`config.mk`:
```
export PLATFORM = sky130hd
export DESIGN_NAME = clock_divider_multi
export DESIGN_NICKNAME = d
export VERILOG_FILES = /design/src/rtl/clkdiv_pkg.sv /design/src/rtl/clkdiv_channel.sv /design/src/rtl/clock_divider_multi.sv
export SDC_FILE = /design/constraint.sdc
export NUM_CORES = 1
export LEC_CHECK = 0
export ABC_AREA = 1
export CAP_MARGIN = 25
export CORE_ASPECT_RATIO = 0.75
export CORE_MARGIN = 5
export CORE_UTILIZATION = 43
export DETAILED_ROUTE_END_ITERATION = 10
export PLACE_DENSITY = 0.61
export SLEW_MARGIN = 0
export SYNTH_ARGS = -nofsm -noshare
export SYNTH_HDL_FRONTEND = slang
export SYNTH_HIERARCHICAL = 1
export SYNTH_SLANG_ARGS = --single-unit
export TNS_END_PERCENT = 5
```
`constraint.sdc`:
```
create_clock -name clk -period 1.7 [get_ports clk]
set_clock_uncertainty 0.1 [all_clocks]
set_input_delay 0.17 -clock clk [delete_from_list [all_inputs] [get_ports clk]]
set_output_delay 0.17 -clock clk [all_outputs]
set_load 0.005 [all_outputs]
```
`src/rtl/clkdiv_pkg.sv`:
```
// clkdiv_pkg: shared widths, reset divisor and select-width helper for clock_divider_multi
package clkdiv_pkg;
    localparam int CNT_W_DEF = 32;
    typedef logic [CNT_W_DEF-1:0] div_t;
    localparam div_t DEFAULT_DIV_DEF = 32'd9000000;
    function automatic int sel_w(input int n);
        return (n <= 2) ? 1 : $clog2(n);
    endfunction
endpackage

```
`src/rtl/clkdiv_channel.sv`:
```
// clkdiv_channel: one divider channel with active/pending divisor, square wave and rise tick
//   clk, reset (async active-low), enable, wr (write strobe for this channel), clr (phase clear),
//   data (new divisor), sclk (divided clock), tick (one-cycle pulse on sclk rise)
module clkdiv_channel
    import clkdiv_pkg::*;
#(
    parameter int          CNT_W       = CNT_W_DEF,
    parameter int unsigned DEFAULT_DIV = DEFAULT_DIV_DEF
) (
    input  logic             clk,
    input  logic             reset,
    input  logic             enable,
    input  logic             wr,
    input  logic             clr,
    input  logic [CNT_W-1:0] data,
    output logic             sclk,
    output logic             tick
);
    logic [CNT_W-1:0] count, active, pending, next_div;
    logic             pend, term;
    assign term     = enable && count == active;
    // a write landing on the apply point bypasses the pending register
    assign next_div = wr ? data : pend ? pending : active;
    always_ff @(posedge clk or negedge reset) begin
        if (!reset) begin
            count   <= '0;
            active  <= CNT_W'(DEFAULT_DIV);
            pending <= '0;
            pend    <= 1'b0;
            sclk    <= 1'b0;
            tick    <= 1'b0;
        end else if (clr) begin
            count  <= '0;
            active <= next_div;
            pend   <= 1'b0;
            sclk   <= 1'b0;
            tick   <= 1'b0;
        end else begin
            tick <= term && !sclk;
            if (term) begin
                count  <= '0;
                sclk   <= !sclk;
                active <= next_div;
                pend   <= 1'b0;
            end else begin
                if (enable) count <= count + CNT_W'(1);
                if (wr) begin
                    pending <= data;
                    pend    <= 1'b1;
                end
            end
        end
    end
endmodule

```
`src/rtl/clock_divider_multi.sv`:
```
// clock_divider_multi: NUM_CH programmable clock dividers with glitch-free divisor updates
//   clk, reset (async active-low), enable[NUM_CH], div_wr/div_sel/div_data (divisor write),
//   div_ack (pulse after accepted write), sclk[NUM_CH], tick[NUM_CH]
//   CLKDIV_PHASE_ALIGN_EN adds sync_clr: zero all channels and apply pending divisors together
module clock_divider_multi
    import clkdiv_pkg::*;
#(
    parameter int          NUM_CH      = 2,
    parameter int          CNT_W       = CNT_W_DEF,
    parameter int unsigned DEFAULT_DIV = DEFAULT_DIV_DEF,
    localparam int         SEL_W       = sel_w(NUM_CH)
) (
    input  logic              clk,
    input  logic              reset,
`ifdef CLKDIV_PHASE_ALIGN_EN
    input  logic              sync_clr,
`endif
    input  logic [NUM_CH-1:0] enable,
    input  logic              div_wr,
    input  logic [SEL_W-1:0]  div_sel,
    input  logic [CNT_W-1:0]  div_data,
    output logic              div_ack,
    output logic [NUM_CH-1:0] sclk,
    output logic [NUM_CH-1:0] tick
);
    logic clr;
`ifdef CLKDIV_PHASE_ALIGN_EN
    assign clr = sync_clr;
`else
    assign clr = 1'b0;
`endif
    always_ff @(posedge clk or negedge reset) begin
        if (!reset) div_ack <= 1'b0;
        else        div_ack <= div_wr && 32'(div_sel) < NUM_CH;
    end
    for (genvar i = 0; i < NUM_CH; i++) begin : g_ch
        clkdiv_channel #(
            .CNT_W      (CNT_W),
            .DEFAULT_DIV(DEFAULT_DIV)
        ) u_ch (
            .clk   (clk),
            .reset (reset),
            .enable(enable[i]),
            .wr    (div_wr && 32'(div_sel) == i),
            .clr   (clr),
            .data  (div_data),
            .sclk  (sclk[i]),
            .tick  (tick[i])
        );
    end
endmodule
```
# Word level (Yosys, flattened, before mapping)
# Cells that the tools add are included.
op_classes:
  n_addsub: 2
  n_eq_ne: 2
  muxes: 12
  bitwise: 3
  reduce_logical: 18
op_table:
  columns: ["op", "count"]
  rows:
  - ["32-bit 2-to-1 mux", 8]
  - ["32-bit by 1-bit adder with 32-bit output, second input constant", 2]
  - ["32-bit equality test", 2]
  - ["2-bit nonzero test", 6]
  - ["2-bit AND reduction", 4]
  - ["1-bit logical AND", 6]
  - ["1-bit 2-to-1 mux", 4]
  - ["1-bit NOT", 3]
  - ["1-bit logical NOT", 2]
totals:
  register_bits: 199
  input_bits: 38
  output_inout_bits: 5
  wordCells: 50

# Logic depth before layout (Yosys ltp)
logic_depth:
  depth_word: 4
  depth_mapped: 14

# Cells and area by module
# Netlist, hierarchy kept.
modules_own_cells:
  columns: ["module", "n_inst", "cells_per_inst", "area_per_inst_um2", "seq_area_each_um2"]
  rows:
  - ["clkdiv_channel", 2, 806, 5640.4, 2486.1]
  - ["clock_divider_multi", 1, 6, 46.3, 25.0]

# Worst setup path before layout
# No wires, ideal clock.
synth_path:
  kind: "reg-to-reg"
  startpoint: "reg g_ch[0].u_ch.active[23]"
  endpoint: "reg g_ch[0].u_ch.active[18]"
  setup_ns: 0.117
  arrival_time_ns: 1.581
  required_ns: 1.483
  setup_slack_ns: -0.098
  stages_incl_launch_ff: 15
  n_path_buf: 1
  cell_sequence: "dfstp_2 -> inv_1 -> nand2_1 -> nand2_1 -> inv_1 -> nand2_1 -> nor2_1 -> nand2_1 -> nor2_1 -> nand3_2 -> nand2_2 -> nand2_1 -> buf_2 -> nand2_1 -> nand2_1"
synth_via:
  elab_chain_len: 3
synth_lines:
  columns: ["item", "line_no", "rtl"]
  rows:
  - ["from (decl)", "clkdiv_channel.sv:19", "logic [CNT_W-1:0] count, active, pending, next_div;"]
  - ["from (signal assigned)", "clkdiv_channel.sv:27", "active <= CNT_W'(DEFAULT_DIV);"]
  - ["from (signal assigned)", "clkdiv_channel.sv:34", "active <= next_div;"]
  - ["from (signal assigned)", "clkdiv_channel.sv:43", "active <= next_div;"]
  - ["32-bit equality test", "clkdiv_channel.sv:21", "assign term = enable && count == active;"]
  - ["1-bit logical AND", "clkdiv_channel.sv:21", null]
  - ["2-bit AND reduction (no line)", null, null]
# No other way between the ends.
# A chain may end at the register's enable or synchronous reset.

# Final worst setup path
layout_path:
  startpoint: "reg g_ch[0].u_ch.count[30]"
  endpoint: "reg g_ch[0].u_ch.pending[5]"
layout_via:
  elab_chain_len: 4
layout_lines:
  columns: ["item", "line_no", "rtl"]
  rows:
  - ["from (decl)", "clkdiv_channel.sv:19", null]
  - ["from (signal assigned)", "clkdiv_channel.sv:46", "if (enable) count <= count + CNT_W'(1);"]
  - ["32-bit equality test", "clkdiv_channel.sv:21", null]
  - ["1-bit logical AND", "clkdiv_channel.sv:21", null]
  - ["1-bit NOT (no line)", null, null]
  - ["2-bit AND reduction (no line)", null, null]
  - ["to (signal assigned)", "clkdiv_channel.sv:48", "pending <= data;"]
  - ["to (decl)", "clkdiv_channel.sv:19", null]
# No other way between the ends.

==> impl_results.md <==
- Status: complete, but fails checks
- Failing checks: setup timing
- Synth cell types: 34
- Synthesized area: 11300 um^2
- Startpoint types: flop
- Post-synthesis sequential area ratio: 0.441
- Period utilization: 1.25
- Remaining Overflow, GRT: 0
- IO Pins: 43
- Hold Crit Class: primary input to async pin
- Total die area: 29700 um^2
- Vias in the first global route: around 11000
- Maximum VDD drop: a little over 800 uV
- Cell Chain, Critical Path: xnor2_1 -> nand4_1 -> nor2_2 -> nand3_2 -> buf_6 -> nand3_4 -> buf_12 -> buf_16 -> nand2_1 -> nand2_1
- Max_slew headroom: 0.622
- Drt initial violations: 1014
- CTS Sinks: 199
- DRT Pass-1 Iters: 5
- Core ar.: 26000 um^2
- Cells after Synth: about 1600
- Setup violators final: slightly below 200
- Fin. max-slew vios: 0
- TritonCTS clock tree: yes
- Critical Path Fanout Max: 7
- DP Wirelength: 26500 um
- PnR Total Power: 13.5 mW
- Placed inst area: 14200 um^2
- Critical Path Sink Type: flop
- Worst-skew pair later-pin latency: about 450 ps
- Antenna diode count: 0
- H-tree levels: 4
- Post-route ant nets: 0
- DRC: 0
- CP Data Arrival Time: between 2000 and 2500 ps
- Lkg Pwr: 7.92 nW
- Height of the die: 151 um
- I/O Buffers: 42
- FP Rows: just over 50
- Synth Register Bits: 199
- CP max-delay cell: dfrtp_1
- Max-Cap Viols: 0
- Post-synth top area share: 0.409
- Critical Path Most Common Cell: nand2_1
- Initial antenna violation count: 1
- Gp weighted congestion: 0.955
- FMAX: between 0.4 and 0.5 GHz
- Synth warn: 6
- Leading area contributor after synthesis: dfrtp_1
- Nets: 1976
- Count leader, synth: nand2_1
- Die Width: about 200 um
- Setup slack after layout: -421 ps
- Area Overhead vs Synth: 38.4%
- Fin. Hold Viols: 0
- Synth cell count leaders: 691 x nand2_1, 185 x dfrtp_1, 136 x inv_1, 136 x nor2_1, 110 x nand3_1
- WS Path Type: flop to flop
- Total Wirelength: 37500 um
- Initial Utilization: 0.436
- WP data required: about 2000 ps
- Placement Setup Slack: -502 ps
- RSZ-0062 raised after global routing: yes
- Worst hold-check slack: 112 ps
- Clock transition at path regs: 70 ps
- Worst slew pin tran: 565 ps
- Vias: ~12000
- Cells taking the most area after synthesis: dfrtp_1 41%, nand2_1 23%, nand3_1 4.9%, nand4_1 4.7%, inv_1 4.5%
- Pin count of the biggest net entering global routing: 61
- Ys async rst share: 1.00
- Cts bufs inserted: 17
- Post-layout instance area: around 16000 um^2
- Root Driver: clkbuf_16
- Pwr per Cell Area: about 860 nW/um^2
- Share of cells above drive strength 1: 0.254
- Largest stage delay, worst path: 410 ps
- Total track usage: 0.255
- Mean Syn Cell Area: 7.00 um^2
- Longest Clk Path Bufs: 2
- Post-synth EDFFs: 0
- Post-synth top flop: dfrtp_1
- DR WL/cell: 16.3 um
- Via-per-instance ratio: approximately 5.2
- First-pass GRT wire length: 59700 um
- Min cycle time layout: 2120 ps
==> cell families after synthesis <==
| logic type | count (synthesis) | share of synthesized area |
|---|---|---|
| AOI/OAI and AO/OA | 42 | 0.0188 |
| xor gates and xnor gates | 46 | 0.0356 |
| adders and majority gates | 2 | 0.00221 |
| buffers and inverters | 220 | 0.0831 |
| DFF | 199 | 0.441 |
| other | 1 | 0.000331 |
| and+or+nand+nor | 1108 | 0.419 |
==> routing by layer <==
layer | wire length, um | share of wire | track usage | vias to the layer above
met4 | 348 | 0.0093 | 0.0513 | 2
met1 | 18500 | 0.49 | 0.404 | 5631
met3 | 3570 | 0.095 | 0.0676 | 33
li1 | - | - | - | 5739
met5 | 7 | 0.00019 | 0 | -
met2 | 15100 | 0.40 | 0.345 | 453
==> layout by cell type, fill, tap and decap left out, drive strengths merged <==
cell	n
buf	317
and3	2
nand2	693
o22ai	2
ha	2
a21oi	18
bufinv	3
o21ai	22
dfstp	14
and2	2
nand4	86
xor2	38
dlygate4sd3	1
clkdlybuf4s50	41
nor3	50
clkinv	9
or2	4
nand3	112
conb	4
dfrtp	185
inv	149
nor2	141
xnor2	8
nor4	6
clkinvlp	3
clkbuf	25
nand3b	6
nor3b	6
==> per-stage QoR <==
step                std cells  utilization  setup TNS [ps]
global placement         2232        0.549          -48400
floorplan                1621            -           -8770
finish                   2293        0.604          -56750
global route             2293        0.604          -70710
detailed placement       2232        0.549          -54340
CTS                      2282        0.589          -42890
==> worst paths after layout <==
check	from	end	slack, ps	cells after the start
worst min-delay path	reset	g_ch[1].u_ch/pending[14]	110	2
worst max-delay path	g_ch[0].u_ch/count[30]	g_ch[0].u_ch/pending[5]	-420	10
max in group asynchronous	reset	g_ch[0].u_ch/active[23]	720	3
worst min register to register	g_ch[1].u_ch/pending[10]	g_ch[1].u_ch/pending[10]	370	2
min in group clk	div_wr	div_ack	130	1
worst max register to register	g_ch[0].u_ch/count[30]	g_ch[0].u_ch/pending[5]	-420	10
==> state kept, by name, summed over array words and instances, names as in the netlist <==
signal	cells
g_ch.u_ch/active	64
g_ch.u_ch/pend	2
g_ch.u_ch/sclk	2
g_ch.u_ch/count	64
g_ch.u_ch/pending	64
g_ch.u_ch/tick	2
div_ack	1
==> final cells by class <==
| class | instances | area, um^2 |
|---|---|---|
| fill | 2280 | 10300 |
| clock buffer | 22 | 474 |
| tap | 344 | 430 |
| clock inverter | 10 | 144 |
| multi-input combinational | 1202 | 5770 |
| sequential | 199 | 5000 |
| inverter | 154 | 578 |
| timing repair buffer | 362 | 3280 |
==> power breakdown <==
group,switching [mW],internal [mW]
clock,1.92,2.45
sequential,0.469,5.37
combinational,1.84,1.46
total,4.23,9.28
==> worst max-delay path: cells and delay by family (launching register included) <==
family,cells,cell delay (ps)
AND/OR/NAND/NOR,6,710
buffers and inverters,3,410
flip-flops,1,410
XOR/XNOR,1,410
==> repair_timing <==
item,CTS,global route
hold buffers,1,0
buffers inserted,11,10
cloned,7,2
pin swaps,10,26
endpoints found under the setup margin,196,198
resized for setup,41,78
endpoints found under the hold margin,189,0
Note: power is estimated with default switching activity, not from simulation.
